`config.mk`:
```
export PLATFORM = sky130hd
export DESIGN_NAME = reduce_gate_pipe
export DESIGN_NICKNAME = d
export VERILOG_FILES = /design/src/rtl/reduce_gate_pipe.sv
export SDC_FILE = /design/constraint.sdc
export NUM_CORES = 1
export LEC_CHECK = 0
export CAP_MARGIN = 20
export CORE_ASPECT_RATIO = 0.5
export CORE_UTILIZATION = 30
export DETAILED_ROUTE_END_ITERATION = 6
export GPL_TIMING_DRIVEN = 1
export HOLD_SLACK_MARGIN = 0.1
export PLACE_DENSITY_LB_ADDON = 0.3
export SETUP_SLACK_MARGIN = 0.15
export SYNTH_ARGS = -nofsm -noshare
export SYNTH_HDL_FRONTEND = slang
export SYNTH_SLANG_ARGS = --single-unit
```
`constraint.sdc`:
```
create_clock -name clk -period 3.9 [get_ports clk]
set_clock_uncertainty 0.15 [all_clocks]
set_input_delay 0.39 -clock clk [delete_from_list [all_inputs] [get_ports clk]]
set_output_delay 0.39 -clock clk [all_outputs]
set_load 0.02 [all_outputs]
```
`src/rtl/reduce_gate_pipe.sv`:
```
// reduce_gate_pipe
//   N_IN-operand, WIDTH-bit bitwise reduction (AND/OR/XOR/NAND, chosen per
//   transaction) behind a valid/ready input, feeding a DEPTH-entry result FIFO.
//
// Ports
//   clk, rst    rising-edge clock, synchronous active-high reset
//   in_valid    operand set valid
//   in_ready    block can accept an operand set (level < DEPTH)
//   in_data     packed operands, operand k = in_data[k*WIDTH +: WIDTH]
//   in_op       00 AND, 01 OR, 10 XOR, 11 NAND
//   out_valid   FIFO head holds a result
//   out_ready   downstream accepts the head
//   out_data    result at FIFO head (last popped value when empty)
//   out_op      op that produced out_data
//   level       FIFO occupancy, 0..DEPTH
//   txn_cnt     accepted transactions, saturating
module reduce_gate_pipe #(
    parameter int unsigned N_IN  = 3,
    parameter int unsigned WIDTH = 1,
    parameter int unsigned DEPTH = 2,
    parameter int unsigned CNT_W = 16
) (
    input  logic                   clk,
    input  logic                   rst,
    input  logic                   in_valid,
    output logic                   in_ready,
    input  logic [N_IN*WIDTH-1:0]  in_data,
    input  logic [1:0]             in_op,
    output logic                   out_valid,
    input  logic                   out_ready,
    output logic [WIDTH-1:0]       out_data,
    output logic [1:0]             out_op,
    output logic [$clog2(DEPTH):0] level,
    output logic [CNT_W-1:0]       txn_cnt
);

    localparam int unsigned PW = $clog2(DEPTH);
    localparam int unsigned LW = PW + 1;
    localparam logic [LW-1:0] FULL_LVL = LW'(DEPTH);

    typedef enum logic [1:0] {
        OP_AND  = 2'b00,
        OP_OR   = 2'b01,
        OP_XOR  = 2'b10,
        OP_NAND = 2'b11
    } op_e;

    logic [WIDTH-1:0] data_mem_q [DEPTH];
    op_e              op_mem_q   [DEPTH];

    logic [PW-1:0]    wr_ptr_q, wr_ptr_d;
    logic [PW-1:0]    rd_ptr_q, rd_ptr_d;
    logic [LW-1:0]    level_q, level_d;
    logic [CNT_W-1:0] cnt_q, cnt_d;
    logic [WIDTH-1:0] last_data_q, last_data_d;
    op_e              last_op_q, last_op_d;

    logic             push;
    logic             pop;
    op_e              op_in;
    logic [WIDTH-1:0] red_and;
    logic [WIDTH-1:0] red_or;
    logic [WIDTH-1:0] red_xor;
    logic [WIDTH-1:0] result;

    // Ready/valid come from registered occupancy only, so a pop in the same
    // cycle never opens the input while full.
    assign in_ready  = (level_q < FULL_LVL);
    assign out_valid = (level_q != '0);
    assign push      = in_valid & in_ready;
    assign pop       = out_valid & out_ready;
    assign op_in     = op_e'(in_op);

    always_comb begin
        red_and = '1;
        red_or  = '0;
        red_xor = '0;
        for (int unsigned k = 0; k < N_IN; k++) begin
            red_and = red_and & in_data[k*WIDTH +: WIDTH];
            red_or  = red_or  | in_data[k*WIDTH +: WIDTH];
            red_xor = red_xor ^ in_data[k*WIDTH +: WIDTH];
        end
    end

    always_comb begin
        result = '0;
        case (op_in)
            OP_AND:  result = red_and;
            OP_OR:   result = red_or;
            OP_XOR:  result = red_xor;
            OP_NAND: result = ~red_and;
            default: result = '0;
        endcase
    end

    // Pointers are PW bits wide and DEPTH is a power of two, so they wrap
    // modulo DEPTH on their own.
    always_comb begin
        wr_ptr_d    = wr_ptr_q;
        rd_ptr_d    = rd_ptr_q;
        level_d     = level_q;
        cnt_d       = cnt_q;
        last_data_d = last_data_q;
        last_op_d   = last_op_q;

        if (push) begin
            wr_ptr_d = wr_ptr_q + 1'b1;
            if (cnt_q != '1) begin
                cnt_d = cnt_q + 1'b1;
            end
        end

        if (pop) begin
            rd_ptr_d    = rd_ptr_q + 1'b1;
            last_data_d = data_mem_q[rd_ptr_q];
            last_op_d   = op_mem_q[rd_ptr_q];
        end

        case ({push, pop})
            2'b10:   level_d = level_q + 1'b1;
            2'b01:   level_d = level_q - 1'b1;
            default: level_d = level_q;
        endcase
    end

    always_ff @(posedge clk) begin
        if (rst) begin
            wr_ptr_q    <= '0;
            rd_ptr_q    <= '0;
            level_q     <= '0;
            cnt_q       <= '0;
            last_data_q <= '0;
            last_op_q   <= OP_AND;
        end else begin
            wr_ptr_q    <= wr_ptr_d;
            rd_ptr_q    <= rd_ptr_d;
            level_q     <= level_d;
            cnt_q       <= cnt_d;
            last_data_q <= last_data_d;
            last_op_q   <= last_op_d;
        end
    end

    // Storage needs no reset: an entry is only read while level covers it.
    always_ff @(posedge clk) begin
        if (push) begin
            data_mem_q[wr_ptr_q] <= result;
            op_mem_q[wr_ptr_q]   <= op_in;
        end
    end

    // The head is read straight from storage; the last popped entry is kept
    // so the outputs hold their value once the FIFO drains.
    assign out_data = out_valid ? data_mem_q[rd_ptr_q] : last_data_q;
    assign out_op   = out_valid ? op_mem_q[rd_ptr_q]   : last_op_q;
    assign level    = level_q;
    assign txn_cnt  = cnt_q;

endmodule

```
### Word level (Yosys, flattened, before mapping)

Memories as Yosys holds them, arrays and structs flattened. A register that Yosys moved wholly into a read port is not among the register bits.
Cells that the tools add are included.

* flip-flop bits (word level): 23
* bits in writable memories: 6
* bits of input ports: 9
* output and inout port bits: 23
* logic and storage cells: 43
* memories: 2

Memory list
* op_mem_q: depth 2, width 2, read ports 1, clocked after Yosys merged registers in 1, wr ports 1, line 49 `op_e op_mem_q [DEPTH];`
* data_mem_q: depth 2, width 1, read ports 1, clocked after Yosys merged registers in 1, wr ports 1, line 48 `logic [WIDTH-1:0] data_mem_q [DEPTH];`

* add/subtract/negate cells: 5
* magnitude comparators: 1
* eq/ne operators: 6
* multiplexer cells: 10
* bitwise logic cells: 9
* reductions and logical operators: 4

Operators by type and width (number)
* adder 16 x 1 -> 16 bit (second input constant): 1
* inequality test 16 bit (second input constant): 1
* two-way mux 1 bit: 7
* equality test 2 bit (second input constant): 3
* bitwise AND 1 bit: 4
* equality test 2 x 1 -> 1 bit (second input constant): 2
* case mux 1 bit (4 select lines): 1
* case mux 2 bit (2 select lines): 1
* nonzero test 2 bit: 2
* adder 1 bit (second input constant): 2
* adder 2 x 1 -> 2 bit (second input constant): 1
* logical NOT 2 bit: 1
* < comparator 2 bit (second input constant): 1
* two-way mux 2 bit: 1
* bitwise OR 1 bit: 2
* AND reduction 2 bit: 1
* subtractor 2 x 1 -> 2 bit (second input constant): 1
* bitwise XOR 1 bit: 2
* inverter 1 bit: 1

### Longest topological paths before layout

Gate-level depths: netlist of run 1.

* depth after elaboration: 4
* gate-level depth with buffers: 8
* gate-level depth less buffers: 6

### Worst setup path before layout of run 1

Ideal clock, no wire load.

* path type: register -> register
* from: reg level_q[0] (netlist: level[0])
* to: reg level_q[1] (netlist: level[1])
* setup time: 0.071 ns
* data arrival time: 2.046 ns
* required time: 3.679 ns
* path slack: 1.634 ns
* cell stages (with the launch flop): 8
* buffers on the path: 2
* period minus slack after synthesis: 2.266 ns
* cell sequence: dfxtp_1 -> or2_1 -> clkbuf_1 -> and2_1 -> buf_2 -> ha_1 -> or3_1 -> a21oi_1

* cells in the longest elaborated chain, start to end: 4
* elaborated cells between the ends (all ways): 10
* those cells by class: 2 x add/sub; 1 x order compare; 2 x eq/ne; 1 x mux; 2 x bitwise; 2 x reduce/logical

RTL lines
* from (decl): line 53 `logic [LW-1:0] level_q, level_d;`
* from (signal assigned): line 137 `level_q <= level_d;`
* nonzero test 2 bit *: line 69 `assign out_valid = (level_q != '0);`
* via out_valid: line 29 `output logic out_valid,`
* bitwise AND 1 bit *: line 71 `assign pop = out_valid & out_ready;`
* via pop: line 59 `logic pop;`
* equality test 2 x 1 -> 1 bit / equality test 2 bit (equally long branches): line 119 `case ({push, pop})`
* case mux 2 bit (2 select lines) / nonzero test 2 bit (equally long branches)

The timed path passes the listed nets; every way through them passes the cells marked *.
A chain may end at the register's enable or synchronous reset.

### Final worst setup path of run 1

* from: reg level_q[1] (netlist: level[1])
* to: out out_op[0]

* cells in the longest elaborated chain, start to end: 2

RTL lines
* nonzero test 2 bit: line 69
* two-way mux 2 bit: line 155 `assign out_op = out_valid ? op_mem_q[rd_ptr_q] : last_op_q;`
* to (decl): line 32 `output logic [1:0] out_op,`

No other way between the ends.

==> reports/qor.csv, run 1 <==
stage;metric;value;unit
logic_synthesis;Synth area leaders;dfxtp_1, edfxtp_1, nor2_1;
clock_network;Num CTS Buffers;5;
finish;Layout area overhead;30.9;%
floorplan;initial core utilization;32.4;%
placed_design;Placed Instance Area;1860;um2
clock_network;Setup Buffers After CTS;0;
worst_setup_path;Worst setup EP type;output pin;
logic_synthesis;Mean Syn Cell Area;9.70;um2
routing;total wire length;3.17;mm
finish;final net count;200;
logic_synthesis;number of synthesized flops with an enable pin;6;
sta;RSZ-0062 raised after global routing;no;
worst_setup_path;CP startpoint kind;flip-flop;
global_route;vias in the first global route;1134;
floorplan;Die X-Extent;101;um
routing;antenna-violating nets left;0;
pwr;leakage;0.000669;uW
logic_synthesis;top cell type's share of synthesized area;32.4;%
sta;f_max;0.431;GHz
logic_synthesis;flops & latches, synth;30;
clock_network;post-CTS sizing;0;
clock_network;CTS tree;done;
clock_network;Root Buffer;clkbuf_8;
logic_synthesis;syn_nets;166;
floorplan;die height;51.7;um
pwr;VDD IR-drop max;0.000185;V
finish;# diodes;0;
global_route;first-pass GRT wire length;5.32;mm
routing;drt pass-1 iters;4;
sta;Setup Viol. Count Final;0;
floorplan;core area;4570;um2
logic_synthesis;Seq/Total Area, Yosys;44.5;%
sta;setup TNS;0;ns
logic_synthesis;most frequent cells after synthesis;dfxtp_1, nor2_1, a21oi_1;
logic_synthesis;area leader, netlist;dfxtp_1;
placed_design;Final GP Congestion;0.760;
floorplan;row cnt;17;
logic_synthesis;library cells used by synthesis;40;
flow_run;max_cap viols;0;
worst_setup_path;required time worst endpoint;3.36;ns
global_route;largest net degree at the start of global routing;25;
hold_path;hold path depth;2;
pwr;Total Power;1040;uW
worst_setup_path;r2r worst-path depth;5;
hold_path;worst hold-check path type;reg -> reg;
logic_synthesis;most numerous cell in the Yosys netlist;dfxtp_1;
sta;final setup margin;1.58;ns
sta;Final Hold Vio Count;0;
finish;share of cells above drive strength 1;9.04;%
worst_setup_path;CP max FO;8;
pwr;PwrDens;533;nW/um2
logic_synthesis;Ys Warns;0;
worst_setup_path;Max stage delay on crit path;0.62;ns
global_route;total track usage;13.2;%
routing;Via Count;1255;
logic_synthesis;top_reg_cell synth;dfxtp_1;
clock_network;Max Buffers Root-to-Sink;2;
worst_setup_path;Setup CP Type;reg -> out;
routing;Vias/cell;4.94;
global_route;gr ovfl total;0;
placed_design;DP Wirelength;2.29;mm
routing;DRC Markers;0;
worst_setup_path;crit path max-delay cell type;clkdlybuf4s50_1;
placed_design;PortBufs;31;
logic_synthesis;Mapped Area;1480;um2
sta;Slew headroom;39.2;%
run_status;status;completed;
clock_network;clk sinks;30;
routing;mean routed wirelength per cell;12.5;um
sta;crit path time final;2.32;ns
clock_network;CTS H-tree depth;2;
logic_synthesis;Syn Inst Count;153;
sta;Worst Max-Slew Pin Slew;0.909;ns
sta;Final Cycle Share;59.5;%
worst_setup_path;Critical Path, Cell by Cell;or2_1, nor2_1, a21oi_1, clkdlybuf4s50_1;
clock_network;Worst-path clk slew;0.06;ns
logic_synthesis;FFs w/ async S/R, synth;0;%
routing;initial DRC count;47;
global_route;initial antenna violation count;0;
floorplan;Die ar.;5250;um2
finish;post-route cell area;1940;um2
worst_setup_path;crit path DAT;1.78;ns
sta;final slew viol count;0;
floorplan;IO Count;32;
clock_network;latest clock arrival within the worst-skew pair;0.27;ns
placed_design;Placement Setup Slack;1.37;ns
clock_network;Hold Buf Count CTS;0;
-- registers in the layout, summed over array words and instances (netlist names), named ones only --
register,flops
txn_cnt,16
op_mem_q,4
data_mem_q,2
last_op_q,2
level,2
last_data_q,1
rd_ptr_q,1
wr_ptr_q,1
-- power by group --
part	internal, uW	total, uW	switching [uW]
clock network	122	232	110
logic	185	393	208
registers	368	410	41.4
total	675	1040	360
-- layout by cell type (no fill, tap or decap), types with 2 or more instances in the layout --
master	instances
clkdlybuf4s50_1	31
edfxtp_1	6
dfxtp_1	24
a211oi_1	7
xor2_1	2
nand4_2	2
and2_1	2
nand2_1	6
nor2b_1	2
inv_1	7
clkbuf_8	5
o211ai_1	2
or3_1	2
ha_1	4
nor2_1	20
a21oi_1	14
nand3_1	6
xnor2_1	3
or4_1	7
o31ai_1	10
mux2i_1	4
-- worst max-delay path, delay by kind of cell (launching register included) --
kind            cells  cell delay [ns]
flops               1             0.41
simple gates        2             0.35
buf+inv             1             0.62
compound gates      1             0.14
-- path summary, 6_finish.rpt --
kind / startpoint / to / slack [ns]
worst max register to register: level[1]$_SDFFE_PP0P_ / level[1]$_SDFFE_PP0P_ / 1.77
worst min register to register: last_op_q[0]$_SDFFE_PP0P_ / last_op_q[0]$_SDFFE_PP0P_ / 0.35
worst min-delay path: last_op_q[0]$_SDFFE_PP0P_ / last_op_q[0]$_SDFFE_PP0P_ / 0.35
worst max-delay path: level[1]$_SDFFE_PP0P_ / out_op[0] / 1.58
-- through the flow --
step           std cells  hold slack, ns  utilization, %
3_5_place_dp         246           0.348            40.7
6_report             254           0.355            42.5
3_3_place_gp         246           0.338            40.7
2_1_floorplan        153           0.313               -
4_1_cts              254           0.357            42.5
5_1_grt              254           0.386            42.5
-- layer usage --
| metal | track usage [%] | routed length, um | up-vias |
|---|---|---|---|
| met1 | 17.4 | 1610 | 583 |
| met2 | 21.5 | 1430 | 26 |
| met3 | 3.63 | 109 | 2 |
| met5 | 0 | 0 | - |
| li1 | - | - | 644 |
| met4 | 2.90 | 19 | 0 |
-- logic make-up (layout without fill, tap and decap cells) --
kind of cell             count (synthesis)  count (layout)  share of synthesized area, %
AND/OR/NAND/NOR                         59              59                          24.5
buffers and inverters                   12              47                          3.12
XOR/XNOR                                 5               5                          2.95
multiplexers                             4               4                          2.70
adder cells (fa/ha/maj)                  4               4                          3.37
AO/OA/AOI/OAI                           39              39                          18.9
flip-flops                              30              30                          44.5
-- area by class of cell --
class / instances / area (um2)
Clock buffer: 6 / 72.6
Timing Repair Buffer: 31 / 310
Tap cell: 66 / 82.6
Clock inverter: 2 / 8.76
Fill cell: 441 / 2630
Inverter: 8 / 30.0
Multi-Input combinational cell: 111 / 777
Sequential cell: 30 / 661
Note: power is estimated with default switching activity, not from simulation.
==> run 2: changes to the inputs <==
==> constraint.sdc (replaced) <==
create_clock -name clk -period 2 [get_ports clk]
set_clock_uncertainty 0.15 [all_clocks]
set_input_delay 0.2 -clock clk [delete_from_list [all_inputs] [get_ports clk]]
set_output_delay 0.2 -clock clk [all_outputs]
set_load 0.02 [all_outputs]
==> run 2 against run 1 <==
  * Register-to-register slack got worse by 1.6 ns
  * Flip-flop and latch count unchanged
  * Final area up 9.4%
  * Clock power rose to 3.1 times the previous value
  * Combinational power up 110%
  * Total power increased by 130%
  * Global-route usage up 0.53 points
  * Wire length grew 2.8%
  * Non-clock buffer count is 10 higher
  * Via count grew 6.6%
  * Critical path type unchanged
  * Largest power group is now combinational logic
==> reports/qor.csv, run 2 (same netlist as run 1, synthesis figures left out) <==
stage;metric;value;unit
run_status;status;completed;
finish;Largest register FFs;16;
global_route;vias in the first global route;1217;
floorplan;initial core utilization;32.4;%
sta;setup TNS;0;ns
floorplan;IO Count;32;
finish;commonest non-fill, non-tap cell in the layout;clkdlybuf4s50_1;
pwr;Sw Ratio;31.6;%
placed_design;DP Wirelength;2.32;mm
finish;Layout area overhead;43.2;%
hold_path;worst hold-check path type;reg -> reg;
clock_network;latest clock arrival within the worst-skew pair;0.28;ns
sta;crit path time final;1.80;ns
worst_setup_path;CP max FO;8;
sta;Final Hold Vio Count;0;
sta;Final Cycle Share;89.9;%
worst_setup_path;crit path DAT;1.45;ns
worst_setup_path;Max stage delay on crit path;0.67;ns
pwr;Int Pwr;1620;uW
clock_network;clk sinks;30;
routing;DRC Markers;0;
worst_setup_path;worst path bufs/invs;1;
clock_network;Worst-path clk slew;0.06;ns
placed_design;PortBufs;31;
pwr;switching power;748;uW
worst_setup_path;cell family with most CP delay;buffers and inverters;
routing;initial DRC count;58;
pwr;VDD IR-drop max;0.000347;V
routing;drt pass-1 iters;5;
worst_setup_path;Worst setup EP type;output pin;
pwr;leakage;0.000762;uW
global_route;grt met2 use;22.6;%
pwr;Seq pwr share;34.5;%
worst_setup_path;required time worst endpoint;1.65;ns
global_route;met1 Use GR;16.9;%
clock_network;Num CTS Buffers;5;
floorplan;Die ar.;5250;um2
clock_network;Root Buffer;clkbuf_8;
clock_network;CTS H-tree depth;2;
sta;Worst Max-Slew Pin Slew;0.398;ns
global_route;GR Util met3;3.90;%
clock_network;CTS tree;done;
worst_setup_path;crit path max-delay cell type;clkdlybuf4s50_1;
global_route;largest net degree at the start of global routing;11;
routing;Via Count;1338;
flow_run;max_cap viols;0;
worst_setup_path;Setup CP Type;reg -> out;
finish;# diodes;0;
sta;hold_ws;0.352;ns
pwr;clock share of power;30.8;%
sta;final slew viol count;0;
sta;f_max;0.556;GHz
floorplan;die height;51.7;um
finish;most frequent cells in the layout;clkdlybuf4s50_1, nor2_1, dfxtp_1;
clock_network;Max Buffers Root-to-Sink;2;
pwr;PwrDens;1110;nW/um2
global_route;gr ovfl total;0;
worst_setup_path;Critical Path, Cell by Cell;clkdlybuf4s50_1;
clock_network;Hold Buf Count CTS;0;
worst_setup_path;CP startpoint kind;flip-flop;
finish;final net count;210;
global_route;GR peak layer;met2;
global_route;total track usage;13.7;%
sta;RSZ-0062 raised after global routing;yes;
routing;total wire length;3.26;mm
finish;share of cells above drive strength 1;21.2;%
floorplan;row cnt;17;
pwr;combinational power share;34.6;%
floorplan;core area;4570;um2
global_route;first-pass GRT wire length;5.42;mm
global_route;initial antenna violation count;0;
placed_design;Final GP Congestion;0.761;
routing;Vias/cell;5.07;
sta;Setup Viol. Count Final;0;
sta;Slew headroom;73.3;%
routing;antenna-violating nets left;0;
floorplan;Die X-Extent;101;um
routing;mean routed wirelength per cell;12.3;um
run 2: cell count changes in the layout (fill, tap and decap cells not counted), sizes merged:
| cell | change |
|---|---|
| buf | +10 |
| bufinv | +2 |
| clkbuf | -1 |
| clkdlybuf4s50 | -4 |
| clkinv | -1 |
| dlygate4sd2 | +4 |
run 2: final timing paths:
| path | end | slack, ns | cells after the start | startpoint |
|---|---|---|---|---|
| worst max-delay path | txn_cnt[4] | 0.20 | 1 | txn_cnt[4]$_SDFFE_PP0P_ |
| worst min-delay path | txn_cnt[2]$_SDFFE_PP0P_ | 0.35 | 1 | txn_cnt[2]$_SDFFE_PP0P_ |
| worst max register to register | txn_cnt[3]$_SDFFE_PP0P_ | 0.21 | 6 | txn_cnt[0]$_SDFFE_PP0P_ |
| worst min register to register | txn_cnt[2]$_SDFFE_PP0P_ | 0.35 | 1 | txn_cnt[2]$_SDFFE_PP0P_ |
run 2: repair_timing:
item	CTS	global route
pin swaps	0	3
endpoints found under the setup margin	4	10
setup buffers	0	4
cloned	0	0
resized for setup	4	11
run 2: metrics by stage:
stage | instance area [um2] | power (uW) | instances | utilization, % | setup slack (ns)
global placement | 1930 | 1620 | 252 | 42.2 | 0.0646
global route | 2120 | 2500 | 264 | 46.5 | 0.129
CTS | 2060 | 2310 | 260 | 45.0 | 0.136
finish | 2120 | 2370 | 264 | 46.5 | 0.203
detailed placement | 1930 | 1630 | 252 | 42.2 | 0.0126
floorplan | 1530 | 1360 | 153 | - | 0.103
run 2: routing by layer:
| metal | vias up | wire [um] |
|---|---|---|
| li1 | 667 | - |
| met1 | 642 | 1540 |
| met2 | 25 | 1550 |
| met3 | 4 | 137 |
| met4 | 0 | 34 |
| met5 | - | 0 |
run 2: final cells by class:
type	count	area, um2
Inverter	8	30.0
Timing Repair Buffer	41	380
Clock buffer	5	68.8
Multi-Input combinational cell	111	820
Fill cell	433	2450
Clock inverter	3	63.8
Sequential cell	30	679
Tap cell	66	82.6
run 2: power groups by stage:
| stage | Sequential (uW) | Clock [uW] | Combinational, uW |
|---|---|---|---|
| finish | 817 | 730 | 819 |
| global route | 836 | 766 | 897 |
| CTS | 813 | 738 | 759 |
| detailed placement | 825 | 0 | 808 |
| global placement | 823 | 0 | 799 |
| floorplan | 849 | 0 | 515 |
==> run 3: changes to the inputs <==
--- a/config.mk
+++ b/config.mk
@@ -9,6 +9,7 @@
 export CORE_ASPECT_RATIO = 0.5
 export CORE_UTILIZATION = 30
 export DETAILED_ROUTE_END_ITERATION = 6
+export GPL_ROUTABILITY_DRIVEN = 0
 export GPL_TIMING_DRIVEN = 1
 export HOLD_SLACK_MARGIN = 0.1
 export PLACE_DENSITY_LB_ADDON = 0.3
==> results of run 3 <==
No change in the layout: final DEF, timing and power equal those of run 2.
